<file path="src/rtl/hins_rst_seq.sv">
// Reset sequencer for the HINS CPU clock domain: synchronises PLL lock, waits for a
// stable lock, releases N_DOM resets in index order and handles lock loss and soft resets.
module hins_rst_seq #(
  parameter int N_DOM           = 4,
  parameter int SYNC_STAGES     = 2,
  parameter int LOCK_STABLE_CYC = 1024,
  parameter int STAGE_GAP_CYC   = 16,
  parameter int SW_PULSE_CYC    = 8,
  parameter int CNT_W           = 16
) (
  input  logic             pll_clk_cpu_int,
  input  logic             RST_EXT_N,
  input  logic             pll_locked,
  input  logic             sw_rst_req,
  input  logic [N_DOM-1:0] sw_rst_mask,
  output logic [N_DOM-1:0] rst_n_out,
  output logic             all_released,
  output logic [2:0]       seq_state,
  output logic [7:0]       lock_loss_cnt
);

  localparam logic [2:0] S_HOLD    = 3'd0;
  localparam logic [2:0] S_STABLE  = 3'd1;
  localparam logic [2:0] S_RELEASE = 3'd2;
  localparam logic [2:0] S_RUN     = 3'd3;
  localparam logic [2:0] S_SWRST   = 3'd4;

  localparam int IDX_W = $clog2(N_DOM + 1);
  localparam logic [CNT_W-1:0] STABLE_LAST = CNT_W'(LOCK_STABLE_CYC - 1);
  localparam logic [CNT_W-1:0] GAP_LAST    = CNT_W'(STAGE_GAP_CYC - 1);
  localparam logic [CNT_W-1:0] PULSE_LAST  = CNT_W'(SW_PULSE_CYC - 1);
  localparam logic [IDX_W-1:0] IDX_DONE    = IDX_W'(N_DOM);

  logic [SYNC_STAGES-1:0] sync;
  logic                   lk;
  logic [2:0]             state;
  logic [CNT_W-1:0]       cnt;
  logic [IDX_W-1:0]       idx;
  logic [N_DOM-1:0]       rst_q;
  logic [7:0]             loss_q;

  always_ff @(posedge pll_clk_cpu_int or negedge RST_EXT_N) begin
    if (!RST_EXT_N) sync <= '0;
    else            sync <= {sync[SYNC_STAGES-2:0], pll_locked};
  end

  assign lk = sync[SYNC_STAGES-1];

  // sw_rst_req is a one-cycle pulse with no back-pressure: it is acted on only when
  // the sequencer is in RUN with a non-zero mask, otherwise it is silently dropped.
  always_ff @(posedge pll_clk_cpu_int or negedge RST_EXT_N) begin
    if (!RST_EXT_N) begin
      state  <= S_HOLD;
      cnt    <= '0;
      idx    <= '0;
      rst_q  <= '0;
      loss_q <= '0;
    end else if (state != S_HOLD && !lk) begin
      // Lock loss outranks everything, including a same-cycle soft-reset request.
      state  <= S_HOLD;
      cnt    <= '0;
      idx    <= '0;
      rst_q  <= '0;
      if (loss_q != 8'hFF) loss_q <= loss_q + 8'd1;
    end else begin
      case (state)
        S_HOLD: begin
          rst_q <= '0;
          cnt   <= '0;
          if (lk) state <= S_STABLE;
        end
        S_STABLE: begin
          if (cnt == STABLE_LAST) begin
            state <= S_RELEASE;
            cnt   <= '0;
            idx   <= IDX_W'(1);
            rst_q <= N_DOM'(1);
          end else begin
            cnt <= cnt + CNT_W'(1);
          end
        end
        S_RELEASE: begin
          if (idx == IDX_DONE) begin
            state <= S_RUN;
            cnt   <= '0;
          end else if (cnt == GAP_LAST) begin
            rst_q <= rst_q | (N_DOM'(1) << idx);
            idx   <= idx + IDX_W'(1);
            cnt   <= '0;
          end else begin
            cnt <= cnt + CNT_W'(1);
          end
        end
        S_RUN: begin
          if (sw_rst_req && (|sw_rst_mask)) begin
            state <= S_SWRST;
            cnt   <= '0;
            rst_q <= ~sw_rst_mask;
          end
        end
        S_SWRST: begin
          if (cnt == PULSE_LAST) begin
            state <= S_RUN;
            cnt   <= '0;
            rst_q <= '1;
          end else begin
            cnt <= cnt + CNT_W'(1);
          end
        end
        default: begin
          state <= S_HOLD;
          cnt   <= '0;
          rst_q <= '0;
        end
      endcase
    end
  end

  assign rst_n_out     = rst_q;
  assign all_released  = (state == S_RUN);
  assign seq_state     = state;
  assign lock_loss_cnt = loss_q;

endmodule

</file>
<file path="config.mk">
export PLATFORM = sky130hd
export DESIGN_NAME = hins_rst_seq
export DESIGN_NICKNAME = d
export VERILOG_FILES = /design/src/rtl/hins_rst_seq.sv
export SDC_FILE = /design/constraint.sdc
export NUM_CORES = 1
export LEC_CHECK = 0
export ABC_AREA = 1
export CAP_MARGIN = 20
export CORE_ASPECT_RATIO = 1.25
export CORE_MARGIN = 5
export CORE_UTILIZATION = 55
export CTS_BUF_LIST = sky130_fd_sc_hd__clkbuf_16
export DETAILED_ROUTE_END_ITERATION = 10
export MAX_ROUTING_LAYER = met4
export PLACE_DENSITY = 0.87
export SETUP_SLACK_MARGIN = 0.15
export SLEW_MARGIN = 20
export SYNTH_ARGS = -nofsm -noshare
export SYNTH_HDL_FRONTEND = slang
export SYNTH_SLANG_ARGS = --single-unit
</file>
<file path="constraint.sdc">
create_clock -name pll_clk_cpu_int -period 2.1 [get_ports pll_clk_cpu_int]
set_input_delay 0.42 -clock pll_clk_cpu_int [delete_from_list [all_inputs] [get_ports pll_clk_cpu_int]]
set_output_delay 0.42 -clock pll_clk_cpu_int [all_outputs]
set_load 0.03 [all_outputs]
</file>
Word-level counts from Yosys, hierarchy flattened
Cells that the tools add are included.
Widths: inputs -> output; s select.
- input bits: 8
- output and inout bits: 16
- flip-flop bits (word level): 36
- word-level logic and storage cells: 65
- eq/ne operators: 16
- multiplexer cells: 26
- shifts and indexed selects: 1
- bitwise logic cells: 2
- add/subtract/negate cells: 3
- reductions and logical operators: 11
- operators by type and width (operator ; count):
    $mux 16 ; 6
    $pmux 16 s4 ; 1
    $mux 3 ; 10
    $mux 4 ; 6
    $ne 3x3->1 const B ; 6
    $add 16x1->16 const B ; 1
    $eq 16x10->1 const B ; 1
    $eq 16x3->1 const B ; 1
    $eq 16x4->1 const B ; 1
    $pmux 4 s4 ; 1
    $pmux 3 s5 ; 1
    $reduce_and 5->1 ; 2
    $add 8x1->8 const B ; 1
    $ne 8x8->1 const B ; 1
    $eq 3x2->1 const B ; 2
    $eq 3x3->1 const B ; 2
    $pmux 3 s2 ; 1
    $reduce_bool 3->1 ; 2
    $not 4->4 ; 1
    $or 4x4->4 ; 1
    $reduce_and 4->1 ; 1
    $reduce_or 4->1 ; 1
    $shl 1x3->4 const A ; 1
    $add 3x1->3 const B ; 1
    other kinds (6) ; 7

Depth between registers and ports, before layout
- depth in word-level cells: 6
- gate-level depth with buffers: 11
- depth with buffers taken out: 11

Worst setup path after synthesis
Ideal clock, no wire load.
- path kind: register to register
- start: register loss_q[0] (netlist: lock_loss_cnt[0])
- end: register loss_q[4] (netlist: lock_loss_cnt[4])
- data arrival time: 1497 ps
- path buffers: 0
- period minus slack after synthesis: 1634 ps
- library setup time: 137 ps
- stages on the path, launching flop included: 8
- data required time: 1963 ps
- setup slack: 466 ps
- cells stage by stage: dfrtp_1 ha_1 nand3_1 nor2_1 nand2_1 o21ai_2 nor2_1 xor2_1
- longest elaborated chain between the ends: 2
- elaborated cells between the ends (all ways): 3
- those cells by class: add/sub: 1; eq/ne: 1; reduce/logical: 1
- ends and longest elaborated chain (item ; line ; source):
    start, declared ; 40 ; logic [7:0] loss_q;
    start signal, assigned ; 64 ; if (loss_q != 8'hFF) loss_q <= loss_q + 8'd1;
    parallel branches: the longest is 2 deep, another holds $add 8x1->8 ; -- ;
Parallel ways; which one is timed is not known.
A chain may end at the register's enable or synchronous reset.

Worst setup path in the final report
- start: register state[0] (netlist: seq_state[0])
- end: output seq_state[0]
- RTL lines (item ; line ; source):
    start, declared ; 36 ; logic [2:0] state;
    start signal, assigned ; 53 ; state <= S_HOLD;
    start signal, assigned ; 60 ; state <= S_HOLD;
    start signal, assigned ; 70 ; if (lk) state <= S_STABLE;
    end, declared ; 18 ; output logic [2:0] seq_state,
No word-level cell between the ends.

==> flow_metrics.env <==
export IMPL_ant_nets=0
export IMPL_diodes=0
export IMPL_gp_congestion=0.934
export IMPL_ir_drop_mv=0.839
export IMPL_met1_length_um=2460
export IMPL_yosys_register_bits=36
export IMPL_ys_top_cells_by_area="dfrtp_1 37%, nand2_1 16%, nor2_1 7.0%"
export IMPL_clkTransAtPathRegs_ps=60
export IMPL_grt_pass1_vias=2353
export IMPL_core_area_mm2=0.00436
export IMPL_hold_path_class="in -> async"
export IMPL_drive_gt1_share_pct=12.5
export IMPL_dr_max_layer_used="met4"
export IMPL_cp_arrival_ps=1460
export IMPL_r2r_setup_slack_ps=370
export IMPL_crit_buf_inv=1
export IMPL_grt_pass1_wl_um=10000
export IMPL_status="complete, no violations"
export IMPL_reg2reg_depth=7
export IMPL_syn_area_mm2=0.00246
export IMPL_yosysWarnings=0
export IMPL_timing_slew_headroom_pct=73.7
export IMPL_cp_required_ps=1680
export IMPL_grt_max_degree=37
export IMPL_yosysTopAreaCell="dfrtp_1"
export IMPL_ios=24
export IMPL_synthCells=349
export IMPL_area_growth_pct=17.8
export IMPL_finalSetupViolCount=0
export IMPL_clkLatencyLatePin_ps=280
export IMPL_synth_top_area_share_pct=36.6
export IMPL_ys_types=29
export IMPL_drt_vias_per_instance=5.37
export IMPL_syn_avg_cell_area_um2=7.05
export IMPL_gr_total_overflow=0
export IMPL_dieArea_mm2=0.00592
export IMPL_fin_tns_setup_ps=0
export IMPL_critical_path_top_delay_family="buffers and inverters"
export IMPL_synth_edf_count=0
export IMPL_cts_root_buf="clkbuf_16"
export IMPL_worst_slew_pin_slew_ps=394
export IMPL_yosysMostFrequentCell="nand2_1"
export IMPL_syn_num_nets=364
export IMPL_crit_chain="clkdlybuf4s50_1"
export IMPL_endpoint_kind="primary output"
export IMPL_worst_path_stages=1
export IMPL_fin_skew_ps=5.04
export IMPL_cp_slowest_cell="clkdlybuf4s50_1"
export IMPL_p_leak_nw=1.44
export IMPL_htree_levels=2
export IMPL_cts_sinks=36
export IMPL_hold_viol=0
export IMPL_synth_main_ff_cell="dfrtp_1"
export IMPL_fp_dieH_um=84.8
export IMPL_wl_met2_um=2720
export IMPL_routedWlPerCell_um=12.8
export IMPL_fmax_mhz=532
export IMPL_routed_wl_met3_um=251
export IMPL_cp_start_kind="flop"
export IMPL_yosys_top_cells_count="105 x nand2_1, 46 x nor2_1, 36 x dfrtp_1"
export IMPL_io_buffer_count=23
export IMPL_grtUsageTotal_pct=21.3
export IMPL_cts_setup_buffers=0
export IMPL_clock_path_buffers=2
export IMPL_tritoncts="built"
export IMPL_core_rowCount=27
export IMPL_slew_violations=0
export IMPL_initial_core_util_pct=56.5
export IMPL_regArea_um2=902
export IMPL_cts_buffers=5
export IMPL_criticalPathCategory="reg -> out"
export IMPL_max_stage_delay_ps=720
export IMPL_min_period_ps=1880
export IMPL_multi_input_area_mm2=0.00138
export IMPL_cts_hold_fix_buffers=0
export IMPL_synth_seq_area_share_pct=36.6
export IMPL_worstPathMaxFanout=6
export IMPL_num_vias=2335
export IMPL_rsz0062_at_grt="no"
export IMPL_drc=0
export IMPL_dp_hpwl_um=4110
export IMPL_fin_nets=391
export IMPL_max_cap_viol_count=0
export IMPL_dr_pass1_iters=4
export IMPL_wirelength_um=5580
export IMPL_antenna_found_initial=0
export IMPL_synth_async_sr_flop_share_pct=100
export IMPL_preCtsSetupSlack_ps=145
export IMPL_die_x_um=69.8
export IMPL_worst_slack_ps=222
export IMPL_drt_iter0_drc=155
export IMPL_cts_resized=1
export IMPL_fillers=350
export IMPL_min_period_over_period_pct=89.4
export IMPL_pwr_density_cell_mw_per_mm2=1080
==> metal layers <==
| layer | GRT usage (%) | vias up |
|---|---|---|
| li1 | - | 1175 |
| met1 | 25.6 | 1074 |
| met2 | 33.8 | 70 |
| met3 | 3.83 | 16 |
| met4 | 11.3 | 0 |
| met5 | - | - |
==> worst paths after layout <==
kind,from,to
max,seq_state[0],seq_state[0]
min,RST_EXT_N,cnt[6]
max reg2reg,seq_state[1],cnt[10]
min reg2reg,sync[0],sync[1]
max in group asynchronous,RST_EXT_N,cnt[0]
min in group pll_clk_cpu_int,sync[0],sync[1]
==> worst reg2reg max path: stages (launching register included) <==
cell and delay (ps):
dfrtp_1 480, nand3_2 190, nor2_2 160, nand2_2 180
inv_1 360, nor2_1 80, nor2_1 110, a21oi_1 50
==> cell families after synthesis <==
kind of cell             count (synthesis)  synth area share [%]
AND/OR/NAND/NOR                        219                  40.8
buffers and inverters                   43                  7.27
flip-flops                              36                  36.6
AO/OA/AOI/OAI                           35                  8.54
XOR/XNOR                                 9                  3.20
adder cells (fa/ha/maj)                  7                  3.56
==> cell usage in the layout, fill, tap and decap left out, types with 3 or more instances in the layout <==
cell type,Yosys,layout
o21ai_1,10,10
clkbuf_16,0,5
o21bai_1,4,4
dfrtp_1,36,35
inv_1,30,30
o21ai_0,3,3
clkdlybuf4s50_1,0,20
nand4_1,11,11
nand3_2,5,5
nor2_1,46,46
nand2_2,8,8
nand2_1,105,105
o22ai_1,3,3
a21oi_1,11,11
nor2_2,6,6
xnor2_1,3,3
nand3_1,30,30
xor2_1,6,6
ha_1,7,6
inv_2,9,9
==> power breakdown <==
group          internal (W)  total (W)  switching, W
Clock              0.000441   0.000734      0.000293
Combinational      0.000503    0.00141      0.000905
Sequential         0.000826   0.000983      0.000157
Total               0.00177    0.00312       0.00136
==> flip-flops by register name (all words and copies together), names as in the netlist <==
name           flops
seq_state          3
rst_n_out          4
lock_loss_cnt      8
cnt               16
sync               2
idx                3
==> stage by stage <==
stage	total power, W	hold slack (ps)	std cells	instance area, µm²	utilization (%)
after floorplan	0.00197	124	349	2460	-
after global placement	0.00237	333	427	2750	63.0
after detailed placement	0.00240	340	427	2750	63.0
after CTS	0.00315	101	435	2890	66.4
after global routing	0.00336	114	435	2900	66.6
final	0.00312	86.6	435	2900	66.6
==> final cells by class <==
type	count	share of cell area [%]
flip-flops and latches	36	31.1
well taps	58	2.50
clock inverters	3	0.820
inverters	39	5.05
clock buffers	5	4.31
multi-input cells	270	47.7
repair buffers	24	8.50
No activity file was read; power rests on OpenSTA's default activity.
